**src/rtl/regfile_write_arbiter_if.sv**
```systemverilog
// Writeback bus between NREQ requesters and the register-file write arbiter.
// The master modport is the requester side; the slave modport is the arbiter side.
interface regfile_write_arbiter_if #(
    parameter int NREQ = 3,
    parameter int AW   = 5,
    parameter int DW   = 32
);
    logic [NREQ-1:0]    Req;
    logic [AW*NREQ-1:0] ReqAddr;
    logic [DW*NREQ-1:0] ReqData;
    logic [NREQ-1:0]    Gnt;
    logic [DW-1:0]      WriteData;
    logic [AW-1:0]      WriteAddr;
    logic               WRF;
    logic [15:0]        ConflictCnt;

    modport master (
        output Req, ReqAddr, ReqData,
        input  Gnt, WriteData, WriteAddr, WRF, ConflictCnt
    );

    modport slave (
        input  Req, ReqAddr, ReqData,
        output Gnt, WriteData, WriteAddr, WRF, ConflictCnt
    );
endinterface

```
**src/rtl/regfile_write_arbiter.sv**
```systemverilog
// Round-robin arbiter sharing the register-file write port; REGARB_CONFLICT_CNT_EN adds a contention counter.
// Latency: Req sampled at edge N -> registered Gnt/WRF/WriteAddr/WriteData during cycle N+1.
// Backpressure: requesters hold Req/addr/data until their one-cycle Gnt pulse; no other stall path.
module regfile_write_arbiter #(
    parameter int NREQ = 3,
    parameter int AW   = 5,
    parameter int DW   = 32
) (
    input logic                   Clk,
    input logic                   Rst,
    regfile_write_arbiter_if.slave bus
);
    localparam int              PW     = $clog2(NREQ);
    localparam logic [PW:0]     NREQ_W = (PW+1)'(NREQ);
    localparam logic [PW-1:0]   LAST   = PW'(NREQ - 1);

    logic [NREQ-1:0] gnt;
    logic [NREQ-1:0] elig;
    logic            wrf;
    logic [AW-1:0]   waddr;
    logic [DW-1:0]   wdata;
    logic [PW-1:0]   ptr;
    logic [PW-1:0]   win;
    logic [PW:0]     idx;
    logic            any;
    logic [AW-1:0]   addr_arr [NREQ];
    logic [DW-1:0]   data_arr [NREQ];

    // A requester granted this cycle is still showing the consumed request; skip it.
    assign elig = bus.Req & ~gnt;

    always_comb begin
        for (int i = 0; i < NREQ; i++) begin
            addr_arr[i] = bus.ReqAddr[AW*i +: AW];
            data_arr[i] = bus.ReqData[DW*i +: DW];
        end
    end

    // Rotating priority search starting at ptr; wrap handled explicitly for non-power-of-2 NREQ.
    always_comb begin
        win = '0;
        any = 1'b0;
        idx = '0;
        for (int k = 0; k < NREQ; k++) begin
            idx = {1'b0, ptr} + (PW+1)'(k);
            if (idx >= NREQ_W) begin
                idx = idx - NREQ_W;
            end
            if (!any && elig[idx[PW-1:0]]) begin
                any = 1'b1;
                win = idx[PW-1:0];
            end
        end
    end

    always_ff @(posedge Clk) begin
        if (Rst) begin
            gnt   <= '0;
            wrf   <= 1'b0;
            waddr <= '0;
            wdata <= '0;
            ptr   <= '0;
        end else if (any) begin
            gnt   <= NREQ'(1) << win;
            waddr <= addr_arr[win];
            wdata <= data_arr[win];
            wrf   <= (addr_arr[win] != '0);
            ptr   <= (win == LAST) ? '0 : win + 1'b1;
        end else begin
            gnt <= '0;
            wrf <= 1'b0;
        end
    end

    assign bus.Gnt       = gnt;
    assign bus.WRF       = wrf;
    assign bus.WriteAddr = waddr;
    assign bus.WriteData = wdata;

`ifdef REGARB_CONFLICT_CNT_EN
    logic [15:0] ccnt;
    logic        multi;

    // Two or more bits set iff clearing the lowest set bit leaves something.
    assign multi = |(elig & (elig - NREQ'(1)));

    always_ff @(posedge Clk) begin
        if (Rst) begin
            ccnt <= '0;
        end else if (multi && ccnt != 16'hFFFF) begin
            ccnt <= ccnt + 16'd1;
        end
    end

    assign bus.ConflictCnt = ccnt;
`else
    assign bus.ConflictCnt = 16'h0;
`endif
endmodule

```
**src/flat_wrapper.sv**
```systemverilog
// flat-port wrapper written by rule: the top's interface ports become plain ports
module regfile_write_arbiter_flat 
#(
    parameter int NREQ = 3,
    parameter int AW   = 5,
    parameter int DW   = 32
)
  (Clk, Rst, bus_Req, bus_ReqAddr, bus_ReqData, bus_Gnt, bus_WriteData, bus_WriteAddr, bus_WRF, bus_ConflictCnt);
  regfile_write_arbiter_if #(.NREQ(NREQ), .AW(AW), .DW(DW)) bus_i ();
  input logic Clk;
  input logic Rst;
  input wire logic [$bits(bus_i.Req)-1:0] bus_Req;
  input wire logic [$bits(bus_i.ReqAddr)-1:0] bus_ReqAddr;
  input wire logic [$bits(bus_i.ReqData)-1:0] bus_ReqData;
  output wire logic [$bits(bus_i.Gnt)-1:0] bus_Gnt;
  output wire logic [$bits(bus_i.WriteData)-1:0] bus_WriteData;
  output wire logic [$bits(bus_i.WriteAddr)-1:0] bus_WriteAddr;
  output wire logic [$bits(bus_i.WRF)-1:0] bus_WRF;
  output wire logic [$bits(bus_i.ConflictCnt)-1:0] bus_ConflictCnt;
  assign bus_i.Req = bus_Req;
  assign bus_i.ReqAddr = bus_ReqAddr;
  assign bus_i.ReqData = bus_ReqData;
  assign bus_Gnt = bus_i.Gnt;
  assign bus_WriteData = bus_i.WriteData;
  assign bus_WriteAddr = bus_i.WriteAddr;
  assign bus_WRF = bus_i.WRF;
  assign bus_ConflictCnt = bus_i.ConflictCnt;
  regfile_write_arbiter #(.NREQ(NREQ), .AW(AW), .DW(DW)) u_core (.Clk(Clk), .Rst(Rst), .bus(bus_i));
endmodule
```
**config.mk**
```make
export PLATFORM = sky130hd
export DESIGN_NAME = regfile_write_arbiter_flat
export DESIGN_NICKNAME = d
export VERILOG_FILES = /design/src/rtl/regfile_write_arbiter_if.sv /design/src/rtl/regfile_write_arbiter.sv /design/src/flat_wrapper.sv
export SDC_FILE = /design/constraint.sdc
export NUM_CORES = 1
export LEC_CHECK = 0
export CORE_MARGIN = 2
export CORE_UTILIZATION = 33
export CTS_BUF_LIST = sky130_fd_sc_hd__clkbuf_16
export DETAILED_ROUTE_END_ITERATION = 16
export GPL_TIMING_DRIVEN = 0
export PLACE_DENSITY_LB_ADDON = 0.05
export SETUP_SLACK_MARGIN = 0.4
export SKIP_CTS_REPAIR_TIMING = 1
export SYNTH_ARGS = -nofsm -noshare
export SYNTH_HDL_FRONTEND = slang
export SYNTH_SLANG_ARGS = --single-unit
```
**constraint.sdc**
```tcl
create_clock -name Clk -period 2.7 [get_ports Clk]
set_clock_uncertainty 0.15 [all_clocks]
set_input_delay 0.54 -clock Clk [delete_from_list [all_inputs] [get_ports Clk]]
set_output_delay 0.54 -clock Clk [all_outputs]
set_load 0.1 [all_outputs]
```
==> summary.md, run 1 <==
| Metric | Value |
|---|---|
| Detailed Place HPWL | 6800 um |
| Signed area change from the synthesized netlist to the final layout | 91.0% |
| Total routing resource utilization after global routing | 19.5% |
| Kind of end point of the critical path | flip-flop |
| Detailed-route DRC error count | 0 |
| End of the worst register-to-register path | u_core.bus.WriteData[9] |
| Startpoint type of the worst setup path | flip-flop |
| Number of nets in the finished design | 634 |
| Min Tclk post-route | 2.97 ns |
| Post-route met1 wirelength | 3660 um |
| Post-place setup slack | -0.732 ns |
| Maximum Capacitance Violations | 0 |
| Count of pins over their slew limit | 0 |
| Wire length of the first global-routing pass | 13600 um |
| # clock sinks | 43 |
| Biggest area consumer among synthesized cells | sky130_fd_sc_hd__dfxtp_1 |
| Highest routed layer | met4 |
| Leak Pwr | 2.82 nW |
| Most instantiated flip-flop cell in the synthesis netlist | sky130_fd_sc_hd__dfxtp_1 |
| Sequential cell area fraction in the yosys report | 32.5% |
| Floorplan core area | 7770 sq um |
| Critical path required time | 2.76 ns |
| GR Overflow Total | 0 |
| Type of the worst setup path | reg -> reg |
| Detailed-routed wire length on met3 | 801 um |
| Synth async-reset ratio | 0% |
| Summed area of non-filler cells in the final layout | 5060 sq um |
| Setup repair after global routing missed its margin | yes |
| IO buf count | 156 |
| # setup viols final | 40 |
| Fraction of synthesized cell area taken by the top area cell type | 32.5% |
| Failing checks | setup timing |
| Via count of the first global-routing pass | 2854 |
| Transition time at the pin with the least slew margin | 1.01 ns |
| First-pass detailed-route iteration total | 5 |
| Hold Path Depth | 2 |
| Final hold vios | 0 |
| Chip width | 93.6 um |
| Chain of cells forming the critical path | inv_4, ha_4, nor4bb_1, or4_4, o41a_1, and2_4, buf_6, buf_12, clkbuf_16, a211o_1, a21oi_2 |
| Total number of H-tree levels | 2 |
| Hold Startpoint | u_core.bus.WriteData[30] |
| Synthesized flop and latch total | 43 |
| DR iter-0 viols | 75 |
| Placement row count | 32 |
| Relative slew slack | 32.8% |
| Maximum number of pins on one net before global-route repair | 13 |
| Die height | 93.6 um |
| GPL Wtd Cong | 0.814 |
| Delay of the slowest critical-path stage | 0.54 ns |
| Via count of the routed design | 2997 |
| Diode count | 0 |
| Total detailed-routing wirelength | 9020 um |
| Number of distinct library cells after synthesis | 40 |
| Post-placement cell area | 4500 sq um |
| Post-layout worst setup margin | -0.266 ns |
| Initial Util | 34.1% |
| Top-level port count | 173 |
| Main area contributors after synthesis | sky130_fd_sc_hd__dfxtp_1 (32%), sky130_fd_sc_hd__mux2i_1 (13%), sky130_fd_sc_hd__a211o_1 (11%) |
| Clock-pin transition on the worst setup and hold timing paths | 0.06 ns |
| Maximum clock frequency | 0.337 GHz |
| Maximum fanout along the worst path | 6 |
| Number of instances in the synthesized netlist | 326 |
| Slowest library cell on the worst path | sky130_fd_sc_hd__or4_4 |
| Root buffer cell | sky130_fd_sc_hd__clkbuf_16 |
| Avg Cell Area, Syn | 8.13 sq um |
| Maximum clock insertion buffer count | 2 |
| Flop-to-flop setup slack | -0.27 ns |
| Routed wirelength normalized by instance count | 14.6 um |
| YS warnings | 0 |
| Power density normalized to cell area | 1520 nW/um^2 |
| Length in cells of the worst reg-to-reg path | 11 |
| Arrival time of the worst setup path | 3.03 ns |
| Fraction of the cycle the final worst path needs | 110% |
| Fraction of layout cells with a size suffix above 1 | 19.0% |
| Insertion delay to the later sink of the worst-skew pair | 0.27 ns |
| Post-route ant nets | 0 |
| TritonCTS clock tree | built |
| Classification of the worst-slack hold path | reg -> reg |
| Outcome | finished with violations |
| Detailed route wirelength on metal2 | 4470 um |
| Die outline area | 8760 sq um |
| Syn Std Cell Area | 2650 sq um |
| Startpoint of the worst-slack reg-to-reg timing path | u_core.ptr[0] |
| Routed vias/inst | 4.86 |
| Number of enable flip-flop cells after synthesis | 0 |
| Antenna violations before repair | 0 |
| Hold Path End | u_core.bus.WriteData[30] |
| Peak ir drop on the vdd network | 0.669 mV |
| CTS buffer count | 5 |
## power by group
part | total, mW | switching (mW) | internal (mW)
Clock | 0.621 | 0.231 | 0.390
Sequential | 1.04 | 0.130 | 0.914
Combinational | 6.04 | 3.73 | 2.31
Total | 7.71 | 4.10 | 3.61
## stage by stage
stage	util [%]	instances	power [mW]	hold slack, ns	setup TNS [ns]
after floorplan	-	341	5.20	0.321	0
after global placement	57.9	599	6.39	0.288	-24.80
after detailed placement	57.9	599	6.44	0.295	-26.78
after CTS	59.9	606	7.08	0.302	-14.81
after global routing	65.2	617	8.19	0.328	-12.30
final	65.2	617	7.71	0.298	-8.44
## layer usage
layer / GRT usage [%] / vias up
met3: 6.69 / 8
met1: 23.2 / 1374
met5: 0 / -
met2: 33.7 / 107
li1: - / 1508
met4: 4.59 / 0
## cell usage in the layout (no fill, tap or decap), drive strengths merged, types with 3 or more instances in the layout
cell	instances
ha	3
dlymetal6s2s	43
a211o	34
conb	16
a21o	3
nor4bb	3
clkbuf	24
clkdlybuf4s50	113
nand2b	4
o21ai	3
mux2i	34
buf	34
nor3	4
a21oi	41
a31oi	3
inv	7
nor2	39
and2	3
dfxtp	43
nand2	39
## final cells by class
class | instances | area [sq um]
Fill cell | 689 | 2710
Timing Repair Buffer | 167 | 1820
Multi-Input combinational cell | 251 | 1720
Sequential cell | 43 | 880
Buffer | 41 | 335
Clock buffer | 6 | 150
Tap cell | 102 | 128
Inverter | 6 | 27.5
Clock inverter | 1 | 3.75
## cells in the mapped netlist, drive strengths merged, types with 3 or more instances
cell type and count:
inv 6, a21oi 41, ha 3, a211o 34, clkbuf 17, nor2 39, mux2i 34, a31oi 3
buf 24, nand2b 4, dfxtp 43, o21ai 3, nor3 4, and2 3, nor4bb 3, nand2 39
a21o 3
## cells by family (layout without fill, tap and decap cells)
group / count (synthesis) / after routing / synth area share [%]
buf+inv: 47 / 221 / 10.1
flops: 43 / 43 / 32.5
other cells: 1 / 16 / 0.142
compound gates: 92 / 92 / 23.7
mux: 36 / 36 / 13.7
simple gates: 104 / 104 / 18.5
fa+ha+maj: 3 / 3 / 1.42
## worst max-delay path, delay by kind of cell (launching register included)
family                     cells  cell delay [ns]
AOI/OAI and AO/OA              3             0.90
adders and majority gates      1             0.20
buffers and inverters          4             0.44
DFF                            1             0.38
and+or+nand+nor                3             0.83
## worst max path at each step
stage,depth (start not counted),end,startpoint,slack (ns)
final,11,u_core.bus.WriteData[9],u_core.ptr[0],-0.27
after global routing,12,u_core.bus.WriteData[9],u_core.ptr[0],-0.35
after CTS,9,u_core.bus.WriteData[15],bus_Req[0],-0.45
after detailed placement,9,u_core.bus.WriteData[15],bus_Req[0],-0.73
after global placement,9,u_core.bus.WriteData[10],bus_Req[0],-0.67
after floorplan,11,u_core.bus.WriteAddr[4],u_core.ptr[1],0.01
## flip-flops by register name (all words and copies together), names as in the netlist
name                  count
u_core.bus.WRF            1
u_core.bus.Gnt            3
u_core.ptr                2
u_core.bus.WriteAddr      5
u_core.bus.WriteData     32
Power figures use the tool's default switching activity.
==> run 2, diff against run 1 <==
Settings changed: CORE_MARGIN 2 to unset.
==> run 2 against run 1 <==
Effect of this change:
- the flow still finishes with violations (setup timing)
- critical path depth down 2
- clock power shrank 6.6%
- global-route usage fell by 0.31 points
- sequential power is essentially flat
- sequential cell count unchanged
- routed wire length decreased by 3.0%
- cell count is the same
- combinational power hardly changed
- hold slack better by 0.0015 ns
- sequential share of layout area rose by 0.099 points
- critical endpoint is now u_core.bus.WRF
==> summary.md, run 2 (synthesis gave the netlist of run 1 again) <==
| Metric | Value |
|---|---|
| Outcome | finished with violations |
| Failing checks | setup timing |
| Power density normalized to cell area | 1520 nW/um^2 |
| Classification of the worst-slack hold path | reg -> reg |
| Relative slew slack | 32.6% |
| Maximum Capacitance Violations | 0 |
| Switching power | 4.10 mW |
| Cell Count, Final, Fillers Out | 617 |
| Count of buffer and inverter cells on the critical path | 2 |
| Commonest non-fill, non-tap cell in the layout | sky130_fd_sc_hd__clkdlybuf4s50_1 |
| Maximum fanout along the worst path | 7 |
| Chip width | 91.6 um |
| First-pass detailed-route iteration total | 5 |
| CTS buffer count | 5 |
| Root buffer cell | sky130_fd_sc_hd__clkbuf_16 |
| Die outline area | 8390 sq um |
| Final hold vios | 0 |
| Slowest library cell on the worst path | sky130_fd_sc_hd__clkdlybuf4s50_1 |
| Clock share of power | 7.6% |
| Die height | 91.6 um |
| Wire length of the first global-routing pass | 12800 um |
| Routed vias/inst | 4.78 |
| Power Internal | 3.56 mW |
| Via count of the first global-routing pass | 2676 |
| Signed area change from the synthesized netlist to the final layout | 89.9% |
| Share of power burned in combinational logic | 78.7% |
| Diode count | 0 |
| Clock-pin transition on the worst setup and hold timing paths | 0.06 ns |
| Net switching fraction of the power | 53.6% |
| Startpoint type of the worst setup path | input pin |
| Via count of the routed design | 2952 |
| Min Tclk post-route | 2.99 ns |
| Total routing resource utilization after global routing | 19.2% |
| # clock sinks | 43 |
| Maximum number of pins on one net before global-route repair | 14 |
| Maximum clock frequency | 0.335 GHz |
| Number of flip-flops in the largest register | 32 |
| IO buf count | 156 |
| Number of nets in the finished design | 633 |
| Power consumption | 7.66 mW |
| Post-place setup slack | -0.701 ns |
| TritonCTS clock tree | built |
| Detailed Place HPWL | 6480 um |
| Register share of total power | 13.7% |
| Chain of cells forming the critical path | clkdlybuf4s50_1, nor4b_1, or4_4, buf_4, nor4b_4, nor2_4, mux2_2, a211oi_2, a41oi_1 |
| Number of placed instances with taps included | 599 |
| Total detailed-routing wirelength | 8750 um |
| GR Overflow Total | 0 |
| Leak Pwr | 2.81 nW |
| Fraction of layout cells with a size suffix above 1 | 18.1% |
| Transition time at the pin with the least slew margin | 1.01 ns |
| Detailed-route DRC error count | 0 |
| Placement row count | 32 |
| Maximum clock insertion buffer count | 2 |
| Initial Util | 34.3% |
| Fraction of the cycle the final worst path needs | 111% |
| Routed wirelength normalized by instance count | 14.2 um |
| Top-level port count | 173 |
| DR iter-0 viols | 67 |
| Arrival time of the worst setup path | 2.98 ns |
| Insertion delay to the later sink of the worst-skew pair | 0.27 ns |
| Delay of the slowest critical-path stage | 0.44 ns |
| Type of the worst setup path | in -> reg |
| Total number of H-tree levels | 2 |
| Critical path required time | 2.69 ns |
| Post-layout worst setup margin | -0.287 ns |
| Antenna violations before repair | 0 |
| Kind of end point of the critical path | flip-flop |
| Setup repair after global routing missed its margin | yes |
| Cell type group with the largest total delay on the critical path | simple AND/OR/NAND/NOR gates |
| GPL Wtd Cong | 0.808 |
| Peak ir drop on the vdd network | 0.604 mV |
| Floorplan core area | 7730 sq um |
| Most frequent cells in the layout | sky130_fd_sc_hd__clkdlybuf4s50_1 (113), sky130_fd_sc_hd__dlymetal6s2s_1 (43), sky130_fd_sc_hd__nand2_1 (39) |
| # setup viols final | 38 |
| Post-route ant nets | 0 |
| Count of pins over their slew limit | 0 |
==> run 2: area by class of cell <==
type | count | area (sq um)
Fill cell | 665 | 2690
Tap cell | 102 | 128
Inverter | 6 | 25.0
Multi-Input combinational cell | 251 | 1720
Buffer | 41 | 343
Sequential cell | 43 | 880
Clock inverter | 3 | 15.0
Clock buffer | 5 | 125
Timing Repair Buffer | 166 | 1800
==> run 2: power groups by stage <==
stage / combinational [mW] / sequential, mW / clock [mW]
after floorplan: 2.54 / 2.67 / 0
after global placement: 5.32 / 1.05 / 0
after detailed placement: 5.37 / 1.06 / 0
after CTS: 5.38 / 1.05 / 0.590
after global routing: 6.38 / 1.08 / 0.614
final: 6.03 / 1.05 / 0.580
==> run 2: path summary, 6_finish.rpt <==
path                            start                        to  slack, ns  depth (start not counted)
min          u_core.bus.WriteData[16]  u_core.bus.WriteData[16]       0.30                          2
max                        bus_Req[0]            u_core.bus.WRF      -0.29                          9
max reg2reg             u_core.ptr[0]            u_core.bus.WRF      -0.28                         10
min reg2reg  u_core.bus.WriteData[16]  u_core.bus.WriteData[16]       0.30                          2
==> run 2: routing by layer <==
layer,vias to the layer above,global-route usage (%),routed length [um]
met4,0,3.97,86
met3,8,5.89,649
li1,1503,-,-
met1,1335,23.0,3810
met2,106,33.6,4200
met5,-,0,0
==> run 2: worst min-delay path: cells and delay by family (launching register included) <==
family	cells	cell delay, ns
DFF	1	0.31
and+or+nand+nor	1	0.05
AOI/OAI and AO/OA	1	0.05
==> run 2: through the flow <==
step | setup TNS, ns | instance area, sq um | hold slack (ns) | util, %
after global routing | -11.13 | 5030 | 0.312 | 65.1
after detailed placement | -25.88 | 4500 | 0.292 | 58.2
after global placement | -25.11 | 4500 | 0.288 | 58.2
after CTS | -13.84 | 4640 | 0.301 | 60.0
after floorplan | 0 | 2810 | 0.321 | -
final | -7.90 | 5030 | 0.300 | 65.1
